`config.mk`:
```
export PLATFORM = sky130hd
export DESIGN_NAME = ahb_chfifo_slave
export DESIGN_NICKNAME = d
export VERILOG_FILES = /design/src/rtl/ahb_chfifo_pkg.sv /design/src/rtl/chfifo_ptr.sv /design/src/rtl/ahb_chfifo_slave.sv
export SDC_FILE = /design/constraint.sdc
export NUM_CORES = 1
export LEC_CHECK = 0
export BUFFER_PORTS_ARGS = -buffer_cell sky130_fd_sc_hd__buf_4
export CAP_MARGIN = 25
export CORE_MARGIN = 5
export CORE_UTILIZATION = 48
export CTS_CLUSTER_DIAMETER = 30
export DETAILED_ROUTE_END_ITERATION = 8
export MAX_ROUTING_LAYER = met4
export PLACE_DENSITY_LB_ADDON = 0.05
export RECOVER_POWER = 25
export SLEW_MARGIN = 20
export SYNTH_ARGS = -nofsm -noshare
export SYNTH_HDL_FRONTEND = slang
export SYNTH_SLANG_ARGS = --single-unit
```
`constraint.sdc`:
```
create_clock -name HCLK -period 5.1 [get_ports HCLK]
set_clock_uncertainty 0.15 [all_clocks]
set_input_delay 0.255 -clock HCLK [delete_from_list [all_inputs] [get_ports HCLK]]
set_output_delay 0.255 -clock HCLK [all_outputs]
set_load 0.01 [all_outputs]
```
`src/rtl/ahb_chfifo_pkg.sv`:
```
// Shared bus encodings, register map and status layout for the multi-channel AHB FIFO slave.
package ahb_chfifo_pkg;

  typedef enum logic [1:0] {
    HTRANS_IDLE   = 2'b00,
    HTRANS_BUSY   = 2'b01,
    HTRANS_NONSEQ = 2'b10,
    HTRANS_SEQ    = 2'b11
  } htrans_e;

  typedef enum logic [1:0] {
    HRESP_OKAY  = 2'b00,
    HRESP_ERROR = 2'b01
  } hresp_e;

  typedef enum logic [1:0] {
    ST_IDLE = 2'd0,
    ST_ERR1 = 2'd1,
    ST_ERR2 = 2'd2
  } err_state_e;

  localparam logic [1:0] REG_PUSH   = 2'd0;
  localparam logic [1:0] REG_STATUS = 2'd1;
  localparam logic [1:0] REG_FLUSH  = 2'd2;

  localparam logic [2:0] HSIZE_WORD = 3'b010;

  localparam int STAT_EMPTY_BIT = 16;
  localparam int STAT_FULL_BIT  = 17;
  localparam int STAT_OVF_BIT   = 24;

  function automatic int ch_width(input int n);
    return (n > 1) ? $clog2(n) : 1;
  endfunction

endpackage

```
`src/rtl/chfifo_ptr.sv`:
```
// Per-channel FIFO bookkeeping: read/write pointers, occupancy and the sticky overflow flag.
module chfifo_ptr #(
  parameter int AW = 5
) (
  input  logic          clk,
  input  logic          rst,
  input  logic          push,
  input  logic          pop,
  input  logic          flush,
  output logic [AW-1:0] wptr,
  output logic [AW-1:0] rptr,
  output logic [AW:0]   count,
  output logic          empty,
  output logic          full,
  output logic          overflow
);

  localparam logic [AW:0] DEPTH = {1'b1, {AW{1'b0}}};

  logic do_push;
  logic do_pop;

  assign full  = (count == DEPTH);
  assign empty = (count == '0);

  // Full is taken from the registered count, so a same-cycle pop never rescues a push.
  assign do_push = push & ~full;
  assign do_pop  = pop & ~empty;

  always_ff @(posedge clk or posedge rst) begin
    if (rst) begin
      wptr     <= '0;
      rptr     <= '0;
      count    <= '0;
      overflow <= 1'b0;
    end else if (flush) begin
      wptr     <= '0;
      rptr     <= '0;
      count    <= '0;
      overflow <= 1'b0;
    end else begin
      if (do_push) wptr <= wptr + 1'b1;
      if (do_pop)  rptr <= rptr + 1'b1;
      if (do_push && !do_pop)      count <= count + 1'b1;
      else if (do_pop && !do_push) count <= count - 1'b1;
      if (push && full) overflow <= 1'b1;
    end
  end

endmodule

```
`src/rtl/ahb_chfifo_slave.sv`:
```
// AHB-lite slave fronting NUM_CH FIFOs packed into one external dual-port RAM,
// with a fixed-priority shared pop port for downstream consumers.
module ahb_chfifo_slave
  import ahb_chfifo_pkg::*;
#(
  parameter int DATA_W = 32,
  parameter int AW     = 5,
  parameter int NUM_CH = 2,
  localparam int CW    = ch_width(NUM_CH)
) (
  input  logic              HCLK,
  input  logic              HRESET,
  input  logic              HSEL,
  input  logic [31:0]       HADDR,
  input  logic              HWRITE,
  input  logic [1:0]        HTRANS,
  input  logic [2:0]        HSIZE,
  input  logic [2:0]        HBURST,
  input  logic [31:0]       HWDATA,
  output logic              HREADY,
  output logic [1:0]        HRESP,
  output logic [31:0]       HRDATA,
  output logic [CW+AW-1:0]  mem_waddr,
  output logic [DATA_W-1:0] mem_wdata,
  output logic              mem_write,
  output logic [CW+AW-1:0]  mem_raddr,
  input  logic [DATA_W-1:0] mem_rdata,
  input  logic [NUM_CH-1:0] rd_req,
  output logic              rd_valid,
  output logic [CW-1:0]     rd_ch,
  output logic [DATA_W-1:0] rd_data,
  output logic [NUM_CH-1:0] fifo_empty,
  output logic [NUM_CH-1:0] fifo_full
);

  err_state_e state, state_n;
  hresp_e     hresp_c;
  logic       hready_c;

  logic [NUM_CH-1:0][AW-1:0] wptr_v;
  logic [NUM_CH-1:0][AW-1:0] rptr_v;
  logic [NUM_CH-1:0][AW:0]   cnt_v;
  logic [NUM_CH-1:0]         ovf_v;

  logic          dp_vld_p1, wr_p1;
  logic [1:0]    reg_p1;
  logic [CW-1:0] ch_p1;

  logic          accept, dec_err;
  logic [CW-1:0] a_ch;
  logic          dp_act, dp_push, dp_flush, push_full;
  logic          gnt_vld_p0, pop_fire;
  logic [CW-1:0] gnt_ch_p0;
  logic          unused_inputs;

  function automatic logic [31:0] status_word(input logic [AW:0] cnt, input logic emp,
                                              input logic fl, input logic ov);
    logic [31:0] w;
    w                 = '0;
    w[AW:0]           = cnt;
    w[STAT_EMPTY_BIT] = emp;
    w[STAT_FULL_BIT]  = fl;
    w[STAT_OVF_BIT]   = ov;
    return w;
  endfunction

  assign unused_inputs = ^{HBURST, HADDR, HTRANS[0], HWDATA};

  // Address phase: decode and register the beat
  assign a_ch    = HADDR[4 +: CW];
  assign dec_err = ({1'b0, HADDR[7:4]} >= 5'(NUM_CH)) | (HSIZE != HSIZE_WORD) |
                   (HADDR[1:0] != 2'b00);
  assign accept  = HSEL & HTRANS[1] & hready_c;

  always_ff @(posedge HCLK or posedge HRESET) begin
    if (HRESET) begin
      dp_vld_p1 <= 1'b0;
      wr_p1     <= 1'b0;
      reg_p1    <= '0;
      ch_p1     <= '0;
      HRDATA    <= '0;
    end else if (hready_c) begin
      dp_vld_p1 <= accept & ~dec_err;
      wr_p1     <= HWRITE;
      reg_p1    <= HADDR[3:2];
      ch_p1     <= a_ch;
      HRDATA    <= (accept && !dec_err && !HWRITE && HADDR[3:2] == REG_STATUS) ?
                   status_word(cnt_v[a_ch], fifo_empty[a_ch], fifo_full[a_ch], ovf_v[a_ch]) : '0;
    end
  end

  // Data phase: act on the registered beat; error cycles never touch FIFO state
  assign dp_act    = dp_vld_p1 & (state == ST_IDLE);
  assign dp_push   = dp_act & wr_p1 & (reg_p1 == REG_PUSH);
  assign dp_flush  = dp_act & wr_p1 & (reg_p1 == REG_FLUSH);
  assign push_full = dp_push & fifo_full[ch_p1];

  assign mem_write = dp_push & ~fifo_full[ch_p1];
  assign mem_waddr = {ch_p1, wptr_v[ch_p1]};
  assign mem_wdata = HWDATA[DATA_W-1:0];

  always_ff @(posedge HCLK or posedge HRESET) begin
    if (HRESET) state <= ST_IDLE;
    else        state <= state_n;
  end

  // A push into a full channel is only known in its data phase, so it skips straight to ERR2.
  always_comb begin
    state_n  = state;
    hready_c = 1'b1;
    hresp_c  = HRESP_OKAY;
    unique case (state)
      ST_IDLE: begin
        if (push_full) begin
          hready_c = 1'b0;
          hresp_c  = HRESP_ERROR;
          state_n  = ST_ERR2;
        end else if (HSEL && HTRANS[1] && dec_err) begin
          state_n = ST_ERR1;
        end
      end
      ST_ERR1: begin
        hready_c = 1'b0;
        hresp_c  = HRESP_ERROR;
        state_n  = ST_ERR2;
      end
      ST_ERR2: begin
        hresp_c = HRESP_ERROR;
        state_n = (HSEL && HTRANS[1] && dec_err) ? ST_ERR1 : ST_IDLE;
      end
      default: state_n = ST_IDLE;
    endcase
  end

  assign HREADY = hready_c;
  assign HRESP  = hresp_c;

  // Pop grant stage: lowest non-empty requesting channel wins
  always_comb begin
    gnt_vld_p0 = 1'b0;
    gnt_ch_p0  = '0;
    for (int i = NUM_CH - 1; i >= 0; i--) begin
      if (rd_req[i] && !fifo_empty[i]) begin
        gnt_vld_p0 = 1'b1;
        gnt_ch_p0  = CW'(i);
      end
    end
  end

  assign pop_fire  = gnt_vld_p0 & ~(dp_flush & (ch_p1 == gnt_ch_p0));
  assign mem_raddr = {gnt_ch_p0, rptr_v[gnt_ch_p0]};

  // Pop data stage: RAM output lands one cycle after the grant
  always_ff @(posedge HCLK or posedge HRESET) begin
    if (HRESET) begin
      rd_valid <= 1'b0;
      rd_ch    <= '0;
    end else begin
      rd_valid <= pop_fire;
      if (pop_fire) rd_ch <= gnt_ch_p0;
    end
  end

  assign rd_data = mem_rdata;

  for (genvar i = 0; i < NUM_CH; i++) begin : g_ch
    chfifo_ptr #(.AW(AW)) u_ptr (
      .clk      (HCLK),
      .rst      (HRESET),
      .push     (dp_push & (ch_p1 == CW'(i))),
      .pop      (pop_fire & (gnt_ch_p0 == CW'(i))),
      .flush    (dp_flush & (ch_p1 == CW'(i))),
      .wptr     (wptr_v[i]),
      .rptr     (rptr_v[i]),
      .count    (cnt_v[i]),
      .empty    (fifo_empty[i]),
      .full     (fifo_full[i]),
      .overflow (ovf_v[i])
    );
  end

endmodule
```
# Word-level counts from Yosys, hierarchy flattened
# Cells that the tools add are included.
[classes]
addsub = 8
magnitude_cmp = 4
eq_ne = 9
n_mux = 44
n_bitwise = 32
n_reduce_logical = 35
[ops]
columns = ["op", "n"]
rows = [
  ["5-bit 2-to-1 mux", 12],
  ["6-bit 2-to-1 mux", 8],
  ["25-bit 2-to-1 mux", 1],
  ["1-bit bitwise AND", 21],
  ["5-bit by 1-bit adder with 5-bit output (second input constant)", 4],
  ["1-bit 2-to-1 mux", 18],
  ["2-bit nonzero test", 7],
  ["1-bit logical AND", 13],
  ["6-bit by 1-bit adder with 6-bit output (second input constant)", 2],
  ["6-bit equality test (second input constant)", 2],
  ["6-bit logical NOT", 2],
  ["6-bit by 1-bit subtractor with 6-bit output (second input constant)", 2],
  ["1-bit inverter", 9],
  ["1-bit logical NOT", 8],
  ["1-bit by 2-bit < comparator with 1-bit output (second input constant)", 3],
  ["3-bit by 2-bit != test with 1-bit output (second input constant)", 2],
  ["2-bit one-hot mux with 3 select lines", 1],
  ["3-bit nonzero test", 2],
  ["2-bit by 1-bit equality test with 1-bit output (second input constant)", 2],
  ["2-bit equality test (second input constant)", 2],
  ["4-bit by 2-bit >= comparator with 1-bit output (second input constant)", 1],
  ["2-bit logical NOT", 2],
  ["2-bit 2-to-1 mux", 2],
  ["1-bit one-hot mux with 2 select lines", 2],
  ["other kinds (3)", 4],
]
[totals]
regBits = 75
elab_cells = 148

# Longest topological paths before layout
[logic_depth]
depth_word = 15
ltp_mapped = 14
mapped_depth_nobuf = 13

# Hierarchy
# Synthesis repeated with hierarchy kept, for this count alone.
[hier_totals]
cells_unflattened = 425
hier_area_um2 = 4028.9
[modules_own_cells]
columns = ["mod", "n_inst", "cells_per_inst", "area_per_inst_um2", "seq_area_each_um2"]
rows = [
  ["chfifo_ptr", 2, 111, 1058.5, 425.4],
  ["ahb_chfifo_slave", 1, 203, 1911.8, 450.4],
]

# Least setup slack after synthesis
# Ideal clock, no wire load.
[synth_path]
path_kind = "register -> register"
startpoint = "reg state[0]"
endpoint = "reg g_ch[0].u_ptr.count[5]"
setup_ns = 0.132
arrival_ns = 3.225
t_required_ns = 4.818
setup_slack_ns = 1.593
path_stages_with_launch = 15
n_path_buf = 1
period_less_slack_ns = 3.507
path_cell_list = "dfrtp_1 > inv_1 > ha_1 > nand4b_1 > nor3_1 > and2_0 > clkbuf_1 > ha_1 > inv_1 > ha_1 > o21ai_0 > or4_1 > nand4_1 > xnor2_1 > nor2_1"
[synth_via]
elab_chain_len = 13
elab_cells_between_ends = 20
[synth_lines]
columns = ["element", "line_no", "rtl"]
rows = [
  ["from (decl)", "ahb_chfifo_slave.sv:36", "err_state_e state, state_n;"],
  ["from (signal assigned)", "ahb_chfifo_slave.sv:104", "else state <= state_n;"],
  ["2-bit logical NOT (*)", "ahb_chfifo_slave.sv:93", "assign dp_act = dp_vld_p1 & (state == ST_IDLE);"],
  ["1-bit bitwise AND (*)", "ahb_chfifo_slave.sv:93", ""],
  ["1-bit bitwise AND (*)", "ahb_chfifo_slave.sv:94, ahb_chfifo_slave.sv:95", ""],
  ["1-bit bitwise AND", "ahb_chfifo_slave.sv:95", "assign dp_flush = dp_act & wr_p1 & (reg_p1 == REG_FLUSH);"],
  ["1-bit bitwise AND", "ahb_chfifo_slave.sv:150", "assign pop_fire = gnt_vld_p0 & ~(dp_flush & (ch_p1 == gnt_ch_p0));"],
  ["1-bit inverter", "ahb_chfifo_slave.sv:150", ""],
  ["1-bit bitwise AND", "ahb_chfifo_slave.sv:150", ""],
  ["1-bit bitwise AND", "ahb_chfifo_slave.sv:171", ".pop (pop_fire & (gnt_ch_p0 == CW'(i))),"],
  ["1-bit bitwise AND", "chfifo_ptr.sv:28", "assign do_pop = pop & ~empty;"],
  ["1-bit logical NOT", "chfifo_ptr.sv:44", "if (do_push && !do_pop) count <= count + 1'b1;"],
  ["1-bit logical AND", "chfifo_ptr.sv:44", ""],
  ["6-bit 2-to-1 mux", "chfifo_ptr.sv:44", ""],
  ["6-bit 2-to-1 mux", "chfifo_ptr.sv:36", "end else if (flush) begin"],
  ["to (signal assigned)", "chfifo_ptr.sv:44", ""],
  ["to (signal assigned)", "chfifo_ptr.sv:45", "else if (do_pop && !do_push) count <= count - 1'b1;"],
  ["to (decl)", "chfifo_ptr.sv:12", "output logic [AW:0] count,"],
]
# Every way passes the cells marked *; elsewhere a longest branch is shown, timed or not.
# A chain may end at the register's enable or synchronous reset.

# Worst setup path in the final report
[layout_path]
startpoint = "reg g_ch[1].u_ptr.count[0]"
endpoint = "reg g_ch[1].u_ptr.count[5]"
[layout_via]
elab_chain_len = 15
elab_cells_between_ends = 26
[layout_lines]
columns = ["element", "line_no", "rtl"]
rows = [
  ["from (decl)", "chfifo_ptr.sv:12", ""],
  ["from (signal assigned)", "chfifo_ptr.sv:44", ""],
  ["from (signal assigned)", "chfifo_ptr.sv:45", ""],
  ["6-bit logical NOT", "chfifo_ptr.sv:24", "assign empty = (count == '0);"],
  ["1-bit logical NOT", "ahb_chfifo_slave.sv:143", "if (rd_req[i] && !fifo_empty[i]) begin"],
  ["1-bit logical AND", "ahb_chfifo_slave.sv:143", ""],
  ["1-bit 2-to-1 mux (2 in a row)", "ahb_chfifo_slave.sv:143", ""],
  ["1-bit equality test", "ahb_chfifo_slave.sv:150", ""],
  ["1-bit bitwise AND", "ahb_chfifo_slave.sv:150", ""],
  ["1-bit inverter", "ahb_chfifo_slave.sv:150", ""],
  ["1-bit bitwise AND", "ahb_chfifo_slave.sv:150", ""],
  ["1-bit bitwise AND", "ahb_chfifo_slave.sv:171", ""],
  ["1-bit bitwise AND", "chfifo_ptr.sv:28", ""],
  ["1-bit logical NOT", "chfifo_ptr.sv:44", ""],
  ["1-bit logical AND", "chfifo_ptr.sv:44", ""],
  ["6-bit 2-to-1 mux", "chfifo_ptr.sv:44", ""],
  ["6-bit 2-to-1 mux", "chfifo_ptr.sv:36", ""],
]
# Parallel ways exist; a longest one is shown, timed or not. The select of a mux whose other input is x is not followed.

==> reports/metrics.cfg <==
[setup_path]
worst-path-stages=13
critical_path.endpoint=g_ch[1].u_ptr.count[5]
critPathMaxFanout=9
crit_path_start=g_ch[1].u_ptr.count[0]
critical_path_class=reg -> reg
required_ns=5.14
crit_family=simple AND/OR/NAND/NOR gates
r2r-start=g_ch[1].u_ptr.count[0]
cp_cell_sequence=or4_4 -> or3_4 -> and3_1 -> buf_4 -> nand2b_1 -> ha_1 -> inv_1 -> ha_1 -> o21ai_0 -> or3_1 -> nand4_1 -> xnor2_1 -> nor2_1
crit_buf_inv=2
worst_ep_arrival_time_ns=3.97
rr_worst_depth=13
worstSetupStartpointType=flop
crit_slowest_cell=or4_4
max_stage_delay_ns=0.61
rrSetupSlack_ns=1.17
setup.worst_path.end_class=flop
worst_path_most_repeated_cell=ha_1
r2r_end=g_ch[1].u_ptr.count[5]

[timing]
final_max_slew_viol_count=0
max-slew-margin-rel_pct=45.5
period_minus_slack_ns=3.93
holdWs_ns=-0.0223
fin_crit_sh_pct=77.1
final-hold-violation-count=48
finalSetupTns_ns=0
setup-violations-final=0
worst_pin_slew_ns=0.818
rsz0062_at_grt=false
fmax_mhz=254

[synth]
async_flop_share_pct=100
synth_edf_count=0
synth_warnings=0
seq_area_frac_synth_pct=33.6
synthTopCellsByArea=dfrtp_1, buf_4, ha_1
synth_top_cell_area_share_pct=33.6
syn_avg_cell_area_sq_um=9.27
syn_inst=418
ys_ff_latch=52
post-synth-top-area-cell=dfrtp_1
syn_area_sq_mm=0.00387
ys.flop_type=dfrtp_1
synth_cell_types=51

[cts]
worstSkewPairLatency_ns=0.30
cts-root-buf=clkbuf_8
clockBufferDepth=2
cts_inserted_buffers=5
postCtsHoldBufs=0
h-tree-depth=2
clock-sinks=52
cts_tree=yes
cts.clk_slew.worst_paths_ns=0.09
cts_setup_buffers=0
cts_resized=0

[detailed_routing]
antenna_left=0
via_per_inst=5.12
drc=0
wl_um=7520
drtIter0Drc=75
wl_per_cell_um=15.2
vias=2524
firstDrtPassIters=4

[layout]
diodes=0
nNetsFinal=521
areaGrowthSynthToFinish_pct=-2.45
final_core_util_pct=48.4
layout_commonest_cell=dfrtp_1
design_area_sq_mm=0.00378
final_cell_mix=dfrtp_1, buf_4, nor2_1, nand2_1, conb_1
drive_gt1_share_pct=19.9

[pwr]
total_leakage_power_uw=0.00186
vdd_drop_max_uv=174
power_density_mw_per_mm2=422

[die]
start_util_pct=49.6
die_h_um=99.8
coreArea_sq_mm=0.00781
rows=32
ios=228
dieArea_sq_mm=0.00997
die_w_um=99.8

[status]
status=finished with violations
violations=hold timing

[global_route]
antenna_found_initial=0
grt_pass1_vias=2447
grt-ovfl-total=0
grt_first_pass_wirelength_um=12500
grtUsageTotal_pct=15.9
grt_max_degree=53

[placement]
io_buffer_count=47
placed_cell_area_sq_mm=0.00370
dp_hpwl_um=5710
gp_congestion=0.800

[hold_path]
hp-class=in -> async

[flow_run]
max_cap_viol_count=0

## worst min-delay path by stage
stage | from | to
after floorplan | HADDR[2] | reg_p1[0]
after global placement | HRDATA[0] | HRDATA[0]
after detailed placement | HRDATA[16] | HRDATA[16]
after CTS | HRESET | g_ch[0].u_ptr.count[1]
after global routing | HRESET | g_ch[0].u_ptr.count[1]
final | HRESET | g_ch[0].u_ptr.count[1]
## power by group
group,internal [uW],switching (uW),total [uW]
Combinational,352,356,708
Clock,93.7,129,223
Sequential,517,149,666
Total,962,634,1600
## through the flow
stage,std cells,hold slack [ns],setup WS (ns),total power (uW)
4_1_cts,493,0.00394,1.17,1620
2_1_floorplan,441,0.255,1.59,1270
3_3_place_gp,485,0.312,1.23,1370
5_1_grt,493,0.0389,0.927,1750
3_5_place_dp,486,0.317,1.19,1390
6_report,493,-0.0223,1.17,1600
## metal layers
metal  GRT usage [%]  wire (um)  vias to the layer above
li1                -          -                     1248
met1            21.1       3590                     1162
met2            24.0       3250                       83
met3            3.54        517                       31
met4            5.67        160                        0
met5               -          0                        -
## state kept, by name, summed over array words and instances, names as in the netlist
register	count
rd_valid	1
HRDATA	9
ch_p1	1
reg_p1	2
rd_ch	1
g_ch.u_ptr.overflow	2
dp_vld_p1	1
g_ch.u_ptr.rptr	10
wr_p1	1
g_ch.u_ptr.wptr	10
state	2
g_ch.u_ptr.count	12
## cell families (layout without fill, tap and decap cells)
group	Yosys count	after routing	share of synthesized area [%]
muxes	26	26	7.66
DFF	52	52	33.6
buffers and inverters	129	79	22.1
xor gates and xnor gates	20	20	4.52
AOI/OAI and AO/OA	53	53	9.59
and+or+nand+nor	117	117	15.6
other	1	24	0.0968
adders and majority gates	20	20	6.85
## worst register-to-register path, stage by stage, from the launching register on
cell and delay (ns):
dfrtp_1 0.47, or4_4 0.61, or3_4 0.40, and3_1 0.20, buf_4 0.18, nand2b_1 0.15, ha_1 0.32, inv_1 0.15
ha_1 0.38, o21ai_0 0.16, or3_1 0.36, nand4_1 0.12, xnor2_1 0.12, nor2_1 0.05
## cell usage after synthesis, types with 7 or more instances
| library cell | n |
|---|---|
| buf_4 | 96 |
| dfrtp_1 | 52 |
| nand4_1 | 7 |
| o21ai_0 | 7 |
| nor2_1 | 35 |
| nand3_1 | 8 |
| inv_1 | 20 |
| mux2i_1 | 12 |
| clkbuf_1 | 9 |
| xor2_1 | 10 |
| a21oi_1 | 15 |
| ha_1 | 18 |
| mux2_2 | 9 |
| nand2_1 | 29 |
| o31ai_1 | 11 |
| xnor2_1 | 10 |
## layout make-up
cell class | count | area, sq um
Clock inverter | 1 | 5.00
Timing Repair Buffer | 52 | 394
Fill cell | 748 | 4030
Multi-Input combinational cell | 260 | 1800
Sequential cell | 52 | 1300
Inverter | 20 | 75.1
Clock buffer | 6 | 72.6
Tap cell | 102 | 128
Note: power is estimated with default switching activity, not from simulation.
